**src/rtl/pipe_stage_skid_if.sv**
```systemverilog
// Handshake bus for one side of pipe_stage_skid: valid/ready plus control, scalar and vector payload.
// Latency: none, plain bundle of wires.
// Backpressure: ready travels from the slave to the master; every other field travels master to slave.
interface pipe_stage_skid_if #(
  parameter int CW = 10,
  parameter int N  = 32,
  parameter int V  = 256,
  parameter int R  = 5
) ();
  logic          valid;
  logic          ready;
  logic [CW-1:0] ctrl;
  logic [N-1:0]  alu;
  logic [N-1:0]  wd;
  logic [V-1:0]  alu_v;
  logic [V-1:0]  wd_v;
  logic [R-1:0]  wa;

  modport master (output valid, ctrl, alu, wd, alu_v, wd_v, wa, input ready);
  modport slave  (input valid, ctrl, alu, wd, alu_v, wd_v, wa, output ready);
endinterface

```
**src/rtl/pipe_stage_skid.sv**
```systemverilog
// Elastic pipeline stage for the SIMD datapath carrying control bits, scalar and vector words and a write address.
// Latency: 1 cycle from an accepted beat to out_valid when the stage is empty.
// Backpressure: SKID=1 holds up to 2 beats with in_ready decoded from state; SKID=0 holds 1 beat with in_ready = ~out_valid | out_ready.
module pipe_stage_skid #(
  parameter int CW   = 10,
  parameter int N    = 32,
  parameter int V    = 256,
  parameter int R    = 5,
  parameter int SKID = 1,
  parameter int SW   = 16
) (
  input  logic                     clk,
  input  logic                     rst,
  input  logic                     flush,
  input  logic                     clr_stats,
  pipe_stage_skid_if.slave         inIf,
  pipe_stage_skid_if.master        outIf,
  output logic [1:0]               occ,
  output logic [SW-1:0]            stall_cnt
);

  typedef struct packed {
    logic [CW-1:0] ctrl;
    logic [N-1:0]  alu;
    logic [N-1:0]  wd;
    logic [V-1:0]  aluV;
    logic [V-1:0]  wdV;
    logic [R-1:0]  wa;
  } beat_t;

  typedef enum logic [1:0] {
    EMPTY = 2'd0,
    ONE   = 2'd1,
    FULL  = 2'd2
  } state_t;

  state_t        stateQ;
  state_t        stateD;
  beat_t         mainQ;
  beat_t         skidQ;
  beat_t         inBeat;
  logic          inReady;
  logic          outValid;
  logic          inFire;
  logic          outFire;
  logic          loadMain;
  logic          loadSkid;
  logic          mainFromSkid;
  logic [SW-1:0] stallQ;

  assign inBeat  = {inIf.ctrl, inIf.alu, inIf.wd, inIf.alu_v, inIf.wd_v, inIf.wa};
  assign inFire  = inIf.valid & inReady;
  assign outFire = outValid & outIf.ready;

  // With the skid entry the ready depends only on state; without it, a held beat leaving frees the slot this cycle.
  generate
    if (SKID != 0) begin : gSkidReady
      assign inReady = ~rst & (stateQ != FULL);
    end else begin : gPassReady
      assign inReady = ~rst & (~outValid | outIf.ready);
    end
  endgenerate

  // State register: occupancy of the stage.
  always_ff @(posedge clk) begin
    if (rst) stateQ <= EMPTY;
    else     stateQ <= stateD;
  end

  // Next state: flush empties the stage; otherwise follow accepted and emitted beats.
  always_comb begin
    stateD = stateQ;
    if (flush) begin
      stateD = EMPTY;
    end else begin
      case (stateQ)
        EMPTY:   if (inFire) stateD = ONE;
        ONE: begin
          if (inFire && !outFire)      stateD = FULL;
          else if (!inFire && outFire) stateD = EMPTY;
        end
        FULL:    if (outFire) stateD = ONE;
        default: stateD = EMPTY;
      endcase
    end
  end

  // Output decode: valid, occupancy and which register loads on this edge.
  always_comb begin
    outValid     = 1'b0;
    occ          = 2'd0;
    loadMain     = 1'b0;
    loadSkid     = 1'b0;
    mainFromSkid = 1'b0;
    case (stateQ)
      EMPTY: loadMain = inFire;
      ONE: begin
        outValid = 1'b1;
        occ      = 2'd1;
        loadMain = inFire & outFire;
        loadSkid = inFire & ~outFire;
      end
      FULL: begin
        outValid     = 1'b1;
        occ          = 2'd2;
        loadMain     = outFire;
        mainFromSkid = 1'b1;
      end
      default: ;
    endcase
    // A flushed cycle keeps the old payload and drops any beat accepted alongside it.
    if (flush) begin
      loadMain = 1'b0;
      loadSkid = 1'b0;
    end
  end

  // Payload registers: head beat in main, overflow beat in skid; untouched while stalled.
  always_ff @(posedge clk) begin
    if (rst) begin
      mainQ <= '0;
      skidQ <= '0;
    end else begin
      if (loadMain)              mainQ <= mainFromSkid ? skidQ : inBeat;
      if (loadSkid && SKID != 0) skidQ <= inBeat;
    end
  end

  // Stall counter: counts cycles the head beat is blocked, saturating; clear beats increment.
  always_ff @(posedge clk) begin
    if (rst || clr_stats)                                  stallQ <= '0;
    else if (outValid && !outIf.ready && stallQ != '1)     stallQ <= stallQ + SW'(1);
  end

  assign inIf.ready   = inReady;
  assign outIf.valid  = outValid;
  assign outIf.ctrl   = outValid ? mainQ.ctrl : '0;
  assign outIf.alu    = mainQ.alu;
  assign outIf.wd     = mainQ.wd;
  assign outIf.alu_v  = mainQ.aluV;
  assign outIf.wd_v   = mainQ.wdV;
  assign outIf.wa     = mainQ.wa;
  assign stall_cnt    = stallQ;

endmodule

```
**src/flat_wrapper.sv**
```systemverilog
// flat-port wrapper written by rule: the top's interface ports become plain ports
module pipe_stage_skid_flat 
#(
  parameter int CW   = 10,
  parameter int N    = 32,
  parameter int V    = 256,
  parameter int R    = 5,
  parameter int SKID = 1,
  parameter int SW   = 16
)
  (clk, rst, flush, clr_stats, occ, stall_cnt, inIf_valid, inIf_ctrl, inIf_alu, inIf_wd, inIf_alu_v, inIf_wd_v, inIf_wa, inIf_ready, outIf_valid, outIf_ctrl, outIf_alu, outIf_wd, outIf_alu_v, outIf_wd_v, outIf_wa, outIf_ready);
  pipe_stage_skid_if #(.CW(CW), .N(N), .V(V), .R(R)) inIf_i ();
  pipe_stage_skid_if #(.CW(CW), .N(N), .V(V), .R(R)) outIf_i ();
  input  logic clk;
  input  logic rst;
  input  logic flush;
  input  logic clr_stats;
  output logic [1:0] occ;
  output logic [SW-1:0] stall_cnt;
  input wire logic [$bits(inIf_i.valid)-1:0] inIf_valid;
  input wire logic [$bits(inIf_i.ctrl)-1:0] inIf_ctrl;
  input wire logic [$bits(inIf_i.alu)-1:0] inIf_alu;
  input wire logic [$bits(inIf_i.wd)-1:0] inIf_wd;
  input wire logic [$bits(inIf_i.alu_v)-1:0] inIf_alu_v;
  input wire logic [$bits(inIf_i.wd_v)-1:0] inIf_wd_v;
  input wire logic [$bits(inIf_i.wa)-1:0] inIf_wa;
  output wire logic [$bits(inIf_i.ready)-1:0] inIf_ready;
  output wire logic [$bits(outIf_i.valid)-1:0] outIf_valid;
  output wire logic [$bits(outIf_i.ctrl)-1:0] outIf_ctrl;
  output wire logic [$bits(outIf_i.alu)-1:0] outIf_alu;
  output wire logic [$bits(outIf_i.wd)-1:0] outIf_wd;
  output wire logic [$bits(outIf_i.alu_v)-1:0] outIf_alu_v;
  output wire logic [$bits(outIf_i.wd_v)-1:0] outIf_wd_v;
  output wire logic [$bits(outIf_i.wa)-1:0] outIf_wa;
  input wire logic [$bits(outIf_i.ready)-1:0] outIf_ready;
  assign inIf_i.valid = inIf_valid;
  assign inIf_i.ctrl = inIf_ctrl;
  assign inIf_i.alu = inIf_alu;
  assign inIf_i.wd = inIf_wd;
  assign inIf_i.alu_v = inIf_alu_v;
  assign inIf_i.wd_v = inIf_wd_v;
  assign inIf_i.wa = inIf_wa;
  assign inIf_ready = inIf_i.ready;
  assign outIf_valid = outIf_i.valid;
  assign outIf_ctrl = outIf_i.ctrl;
  assign outIf_alu = outIf_i.alu;
  assign outIf_wd = outIf_i.wd;
  assign outIf_alu_v = outIf_i.alu_v;
  assign outIf_wd_v = outIf_i.wd_v;
  assign outIf_wa = outIf_i.wa;
  assign outIf_i.ready = outIf_ready;
  pipe_stage_skid #(.CW(CW), .N(N), .V(V), .R(R), .SKID(SKID), .SW(SW)) u_core (.clk(clk), .rst(rst), .flush(flush), .clr_stats(clr_stats), .inIf(inIf_i), .outIf(outIf_i), .occ(occ), .stall_cnt(stall_cnt));
endmodule
```
**config.mk**
```make
export PLATFORM = sky130hd
export DESIGN_NAME = pipe_stage_skid_flat
export DESIGN_NICKNAME = d
export VERILOG_FILES = /design/src/rtl/pipe_stage_skid_if.sv /design/src/rtl/pipe_stage_skid.sv /design/src/flat_wrapper.sv
export SDC_FILE = /design/constraint.sdc
export NUM_CORES = 2
export LEC_CHECK = 0
export ABC_AREA = 1
export BUFFER_PORTS_ARGS = -buffer_cell sky130_fd_sc_hd__buf_2
export CAP_MARGIN = 20
export CORE_AREA = 5 5 468 470
export CTS_BUF_LIST = sky130_fd_sc_hd__clkbuf_16
export CTS_CLUSTER_SIZE = 30
export DETAILED_ROUTE_END_ITERATION = 6
export DIE_AREA = 0 0 473 475
export PLACE_DENSITY = 0.44
export SYNTH_ARGS = -nofsm -noshare
export SYNTH_HDL_FRONTEND = slang
export SYNTH_SLANG_ARGS = --single-unit
```
**constraint.sdc**
```tcl
create_clock -name clk -period 1.8 [get_ports clk]
set_input_delay 0.36 -clock clk [delete_from_list [all_inputs] [get_ports clk]]
set_output_delay 0.36 -clock clk [all_outputs]
set_load 0.05 [all_outputs]
```
==> Word-level counts from Yosys, hierarchy flattened <==
Index checks and enable logic that the tools add are counted.
{ "totals": {"elab_cells": 55, "regBits": 1200} }
{ "op_classes": {"n_eq_ne": 7, "n_reduce_logical": 12, "mux": 14, "n_addsub": 1, "bitwise_logic": 7} }
{ "op_table": {"columns": ["cell", "n"], "rows": [
  ["two-way mux 591 bit", 1],
  ["adder 16 x 1 -> 16 bit (second input constant)", 1],
  ["inequality test 16 bit (second input constant)", 1],
  ["two-way mux 10 bit", 1],
  ["two-way mux 2 bit", 4],
  ["case mux 2 bit (3 select lines)", 1],
  ["bitwise AND 1 bit", 5],
  ["two-way mux 1 bit", 5],
  ["logical AND 1 bit", 4],
  ["inequality test 2 x 1 -> 1 bit (second input constant)", 2],
  ["case mux 2 bit (2 select lines)", 1],
  ["OR reduction 2 bit", 2],
  ["zero test 1 bit", 3],
  ["inequality test 3 x 1 -> 1 bit (second input constant)", 1],
  ["case mux 1 bit (3 select lines)", 1],
  ["AND reduction 3 bit", 1],
  ["equality test 2 x 1 -> 1 bit (second input constant)", 1],
  ["equality test 2 bit (second input constant)", 1],
  ["zero test 2 bit", 1],
  ["inequality test 2 bit (second input constant)", 1],
  ["inverter 1 bit", 2],
  ["logical OR 1 bit", 1]
]} }

==> Depth between registers and ports, before layout <==
{ "depth": {"depth_word": 8, "ltp_mapped": 13, "ltp_nobuf": 10} }

==> Worst setup path before layout <==
OpenSTA, ideal clock, no wires.
{ "synth_path": {"path_kind": "register -> register", "from": "register u_core.stateQ[0]", "to": "register u_core.mainQ (netlist bit u_core.outIf.alu_v[115])", "path_buffers": 4, "stages_incl_launch_ff": 14, "setup_slack_ns": -0.750, "t_required_ns": 1.685, "t_arrival_ns": 2.435, "path_cell_list": "dfxtp_1 inv_1 ha_1 buf_4 nor2_4 nand2_1 o21bai_1 nand2_1 buf_2 buf_2 buf_2 nand3_1 nand2_1 nor2_1"} }
{ "synth_between": {"word_cells_on_any_way": 14, "cone_classes": "eq/ne: 3; mux: 5; bitwise: 4; reduce/logical: 2"} }
{ "synth_rtl": {"columns": ["element", "line", "text"], "rows": [
  ["start, declared", "pipe_stage_skid.sv:37", "state_t stateQ;"],
  ["start signal, assigned", "pipe_stage_skid.sv:67", "else stateQ <= stateD;"],
  ["inequality test 2 bit *", "pipe_stage_skid.sv:58", "assign inReady = ~rst & (stateQ != FULL);"],
  ["bitwise AND 1 bit *", "pipe_stage_skid.sv:58", null],
  ["net inIf_ready", "flat_wrapper.sv:27", "output wire logic [$bits(inIf_i.ready)-1:0] inIf_ready;"],
  ["bitwise AND 1 bit *", "pipe_stage_skid.sv:52", "assign inFire = inIf.valid & inReady;"],
  ["bitwise AND 1 bit", "pipe_stage_skid.sv:100", "loadMain = inFire & outFire;"],
  ["case mux 1 bit (3 select lines) *", "pipe_stage_skid.sv:95", "case (stateQ)"],
  ["two-way mux 1 bit *", "pipe_stage_skid.sv:112", "if (flush) begin"],
  ["end signal, assigned", "pipe_stage_skid.sv:124", "if (loadMain) mainQ <= mainFromSkid ? skidQ : inBeat;"],
  ["end, declared", "pipe_stage_skid.sv:39", "beat_t mainQ;"]
]} }
The timed path passes the listed nets; every way through them passes the cells marked *.
A chain may end at the register's enable or synchronous reset.

==> Final worst setup path <==
{ "layout_path": {"from": "register u_core.stateQ[0]", "to": "register u_core.skidQ[113] (netlist bit)"} }
{ "layout_between": {"elab_chain_cells": 8, "word_cells_on_any_way": 12, "cone_classes": "eq/ne: 3; mux: 3; bitwise: 5; reduce/logical: 1"} }
{ "layout_rtl": {"columns": ["element", "line", "text"], "rows": [
  ["equality test 2 x 1 -> 1 bit or equality test 2 bit (tied branches)", "pipe_stage_skid.sv:95", null],
  ["OR reduction 2 bit (no source line)", null, null],
  ["two-way mux 1 bit", "pipe_stage_skid.sv:95", null],
  ["bitwise AND 1 bit", "pipe_stage_skid.sv:53", "assign outFire = outValid & outIf.ready;"],
  ["inverter 1 bit", "pipe_stage_skid.sv:101", "loadSkid = inFire & ~outFire;"],
  ["bitwise AND 1 bit", "pipe_stage_skid.sv:101", null],
  ["two-way mux 1 bit *", "pipe_stage_skid.sv:95", null],
  ["two-way mux 1 bit *", "pipe_stage_skid.sv:112", null],
  ["end signal, assigned", "pipe_stage_skid.sv:125", "if (loadSkid && SKID != 0) skidQ <= inBeat;"],
  ["end, declared", "pipe_stage_skid.sv:40", "beat_t skidQ;"]
]} }
Mark *: on every way between the ends. The rest lies on a longest branch, timed or not.

==> results.json <==
{
  "dieArea_mm2": 0.225,
  "worst_slew_pin_slew_ns": 0.486,
  "clk_latency_ns": 0.81,
  "start_util": 0.259,
  "setup_ws_ns": -0.530,
  "yosys_warnings": 0,
  "p_clk_frac": 0.394,
  "grt_pass1_vias": 53017,
  "clock-root-buffer": "clkbuf_16",
  "n_fill_cell": 22125,
  "grtUsageTotal": 0.204,
  "startpoint_type": "flop",
  "yosysTopAreaCell": "dfxtp_1",
  "die_height_um": 475,
  "final_layout_size_suffix_gt1_frac": 0.269,
  "rows": 170,
  "synth_async_sr_flop_share": 0,
  "stdcell_count": 11759,
  "totalPowerFinal_mw": 74.9,
  "relSlewSlack": 0.667,
  "finalSetupViolCount": 1503,
  "yosysMostFrequentCell": "nor2_1",
  "numCtsBuffers": 150,
  "ant_nets": 0,
  "ys.flop_type": "dfxtp_1",
  "period_needed_ns": 2.33,
  "peakVddDrop_mv": 0.986,
  "r2r_slack_ns": -0.53,
  "synth_seq_cells": 1200,
  "finalClockSkew_ns": 0.0344,
  "drc": 0,
  "worstSetupPathType": "flop to flop",
  "dp_cells": 10632,
  "p_sw_mw": 23.5,
  "p_leak_nw": 35.4,
  "portBuffers": 1207,
  "report.final.slew_viol_count": 0,
  "syn_avg_cell_area_um2": 7.62,
  "violations": "setup timing",
  "syn_inst": 7288,
  "cts-htree-levels": 4,
  "synth_seq_area_share": 0.433,
  "min_path_type": "input port to flop",
  "pwr-share-seq": 0.382,
  "crit_fanout": 12,
  "via_per_inst": 4.62,
  "clk_pin_slew_ns": 0.05,
  "outcome": "finished with violations",
  "design.core.area_mm2": 0.214,
  "grt.overflow.total": 0,
  "synth_edf_count": 0,
  "place_area_mm2": 0.0635,
  "synth.area.top_cells": "dfxtp_1, nor2_1, mux2i_1",
  "end_kind": "flop",
  "final_cell_area_mm2": 0.0805,
  "pwr-share-comb": 0.224,
  "syn_to_final_growth_pct": 45.1,
  "grt_first_pass_wirelength_um": 349000,
  "drt_iter0_drc": 3664,
  "syn-num-nets": 7892,
  "final_nets": 9350,
  "finalHoldViolCount": 0,
  "drt-total-wl_um": 245000,
  "rsz0062_at_grt": "yes",
  "switching_share": 0.314,
  "cts_sinks": 1200,
  "hpwlAfterDp_um": 167000,
  "maxCapViolCount": 0,
  "dr_total_vias": 54371,
  "synthDominantCellAreaShare": 0.433,
  "ios": 1208,
  "wire_per_inst_um": 20.8,
  "hold_ws_ns": 0.113,
  "ys_top_cells_by_count": "nor2_1, dfxtp_1, nand2_1, a21oi_1, o21ai_0",
  "max_freq_mhz": 429,
  "period_share": 1.29,
  "crit_arrival_ns": 3.06,
  "required_ns": 2.53,
  "drt_pass1_iterations": 5,
  "cts_tree": "done",
  "tns_ns": -472.59,
  "die-width_um": 473,
  "cts_max_path_buffers": 3,
  "synth_cell_types": 24,
  "synth_area_mm2": 0.0555,
  "power_density_mw_per_mm2": 930,
  "globalplace.congestion": 0.872,
  "power.internal_mw": 51.4,
  "antenna_found_initial": 69,
  "grt_max_degree": 87
}
==> worst paths after layout <==
kind,to,cells past startpoint,from
min,u_core.stateQ[0],5,rst
max,u_core.skidQ[113],14,u_core.stateQ[0]
min reg2reg,u_core.outIf.wd_v[145],2,u_core.outIf.wd_v[145]
max reg2reg,u_core.skidQ[113],14,u_core.stateQ[0]
==> metal layers <==
metal / routed length, um / track usage / part of all wire
met4: 11000 / 0.0927 / 0.045
met1: 103000 / 0.250 / 0.42
met2: 113000 / 0.329 / 0.46
met3: 18500 / 0.0613 / 0.076
met5: 232 / 0 / 0.00095
==> logic make-up after synthesis <==
logic type                 Yosys count  synth area share
AOI/OAI and AO/OA                 1208             0.109
xor gates and xnor gates             6          0.000947
adders and majority gates            7           0.00158
buffers and inverters             1203             0.127
DFF                               1200             0.433
muxes                              591             0.107
and+or+nand+nor                   3073             0.222
==> area by class of cell <==
cell class,instances,area (um2),area share
Antenna cell,53,133,0.00165
Clock buffer,157,3930,0.0488
Clock inverter,117,791,0.00982
Inverter,29,160,0.00199
Multi-Input combinational cell,4885,25700,0.319
Sequential cell,1200,24000,0.298
Tap cell,2838,3550,0.0441
Timing Repair Buffer,2479,22200,0.276
Timing Repair inverter,1,8.76,0.000109
==> layout by cell type, fill, tap and decap left out, types with 31 or more instances in the layout <==
master	n
mux2i_1	583
nor2_1	1687
nand3_1	541
buf_4	334
clkinv_1	40
dlygate4sd3_1	593
buf_8	35
nand3_2	49
o21ai_0	594
buf_2	1191
diode_2	53
clkbuf_16	179
buf_12	160
nor2_4	31
a21oi_2	71
buf_6	34
buf_16	84
inv_1	45
dfxtp_1	1196
nand2_1	644
a21oi_1	534
nor2_2	84
==> worst max-delay path, cell delays in order (launching register included) <==
cell     delay [ns]
dfxtp_2        0.34
inv_4          0.05
buf_6          0.11
ha_4           0.16
nor2_4         0.09
buf_6          0.11
buf_6          0.09
nand3_4        0.09
nor3_4         0.22
buf_12         0.18
buf_4          0.16
buf_12         0.18
buf_6          0.23
o21ai_0        0.11
nor2_1         0.09
==> state kept, by name, summed over array words and instances (netlist names) <==
| name | cells |
|---|---|
| u_core.outIf.wa | 5 |
| u_core.stall_cnt | 16 |
| u_core.outIf.wd_v | 256 |
| u_core.outIf.alu | 32 |
| u_core.stateQ | 2 |
| u_core.outIf.wd | 32 |
| u_core.skidQ | 591 |
| u_core.outIf.alu_v | 256 |
| u_core.mainQ | 10 |
==> power by group through the flow <==
stage	registers [mW]	logic, mW	clock network [mW]
3_3_place_gp	29.1	13.0	0
4_1_cts	28.6	16.5	30.5
3_5_place_dp	29.1	13.1	0
2_1_floorplan	28.7	9.65	0
5_1_grt	28.7	17.8	31.5
6_report	28.6	16.8	29.5
==> stage by stage <==
step / utilization / setup WS, ns
finish: 0.376 / -0.530
floorplan: - / -0.326
global placement: 0.297 / -0.365
detailed placement: 0.297 / -0.374
CTS: 0.369 / -0.578
global route: 0.376 / -0.645
==> what timing repair did <==
action,in CTS,in global routing
gates cloned,86,25
hold endpoints to repair,1131,0
setup endpoints to repair,1802,1811
resized for setup,410,222
hold buffers,593,0
buffers inserted,81,28
pin swaps,29,28
Power figures use the tool's default switching activity.
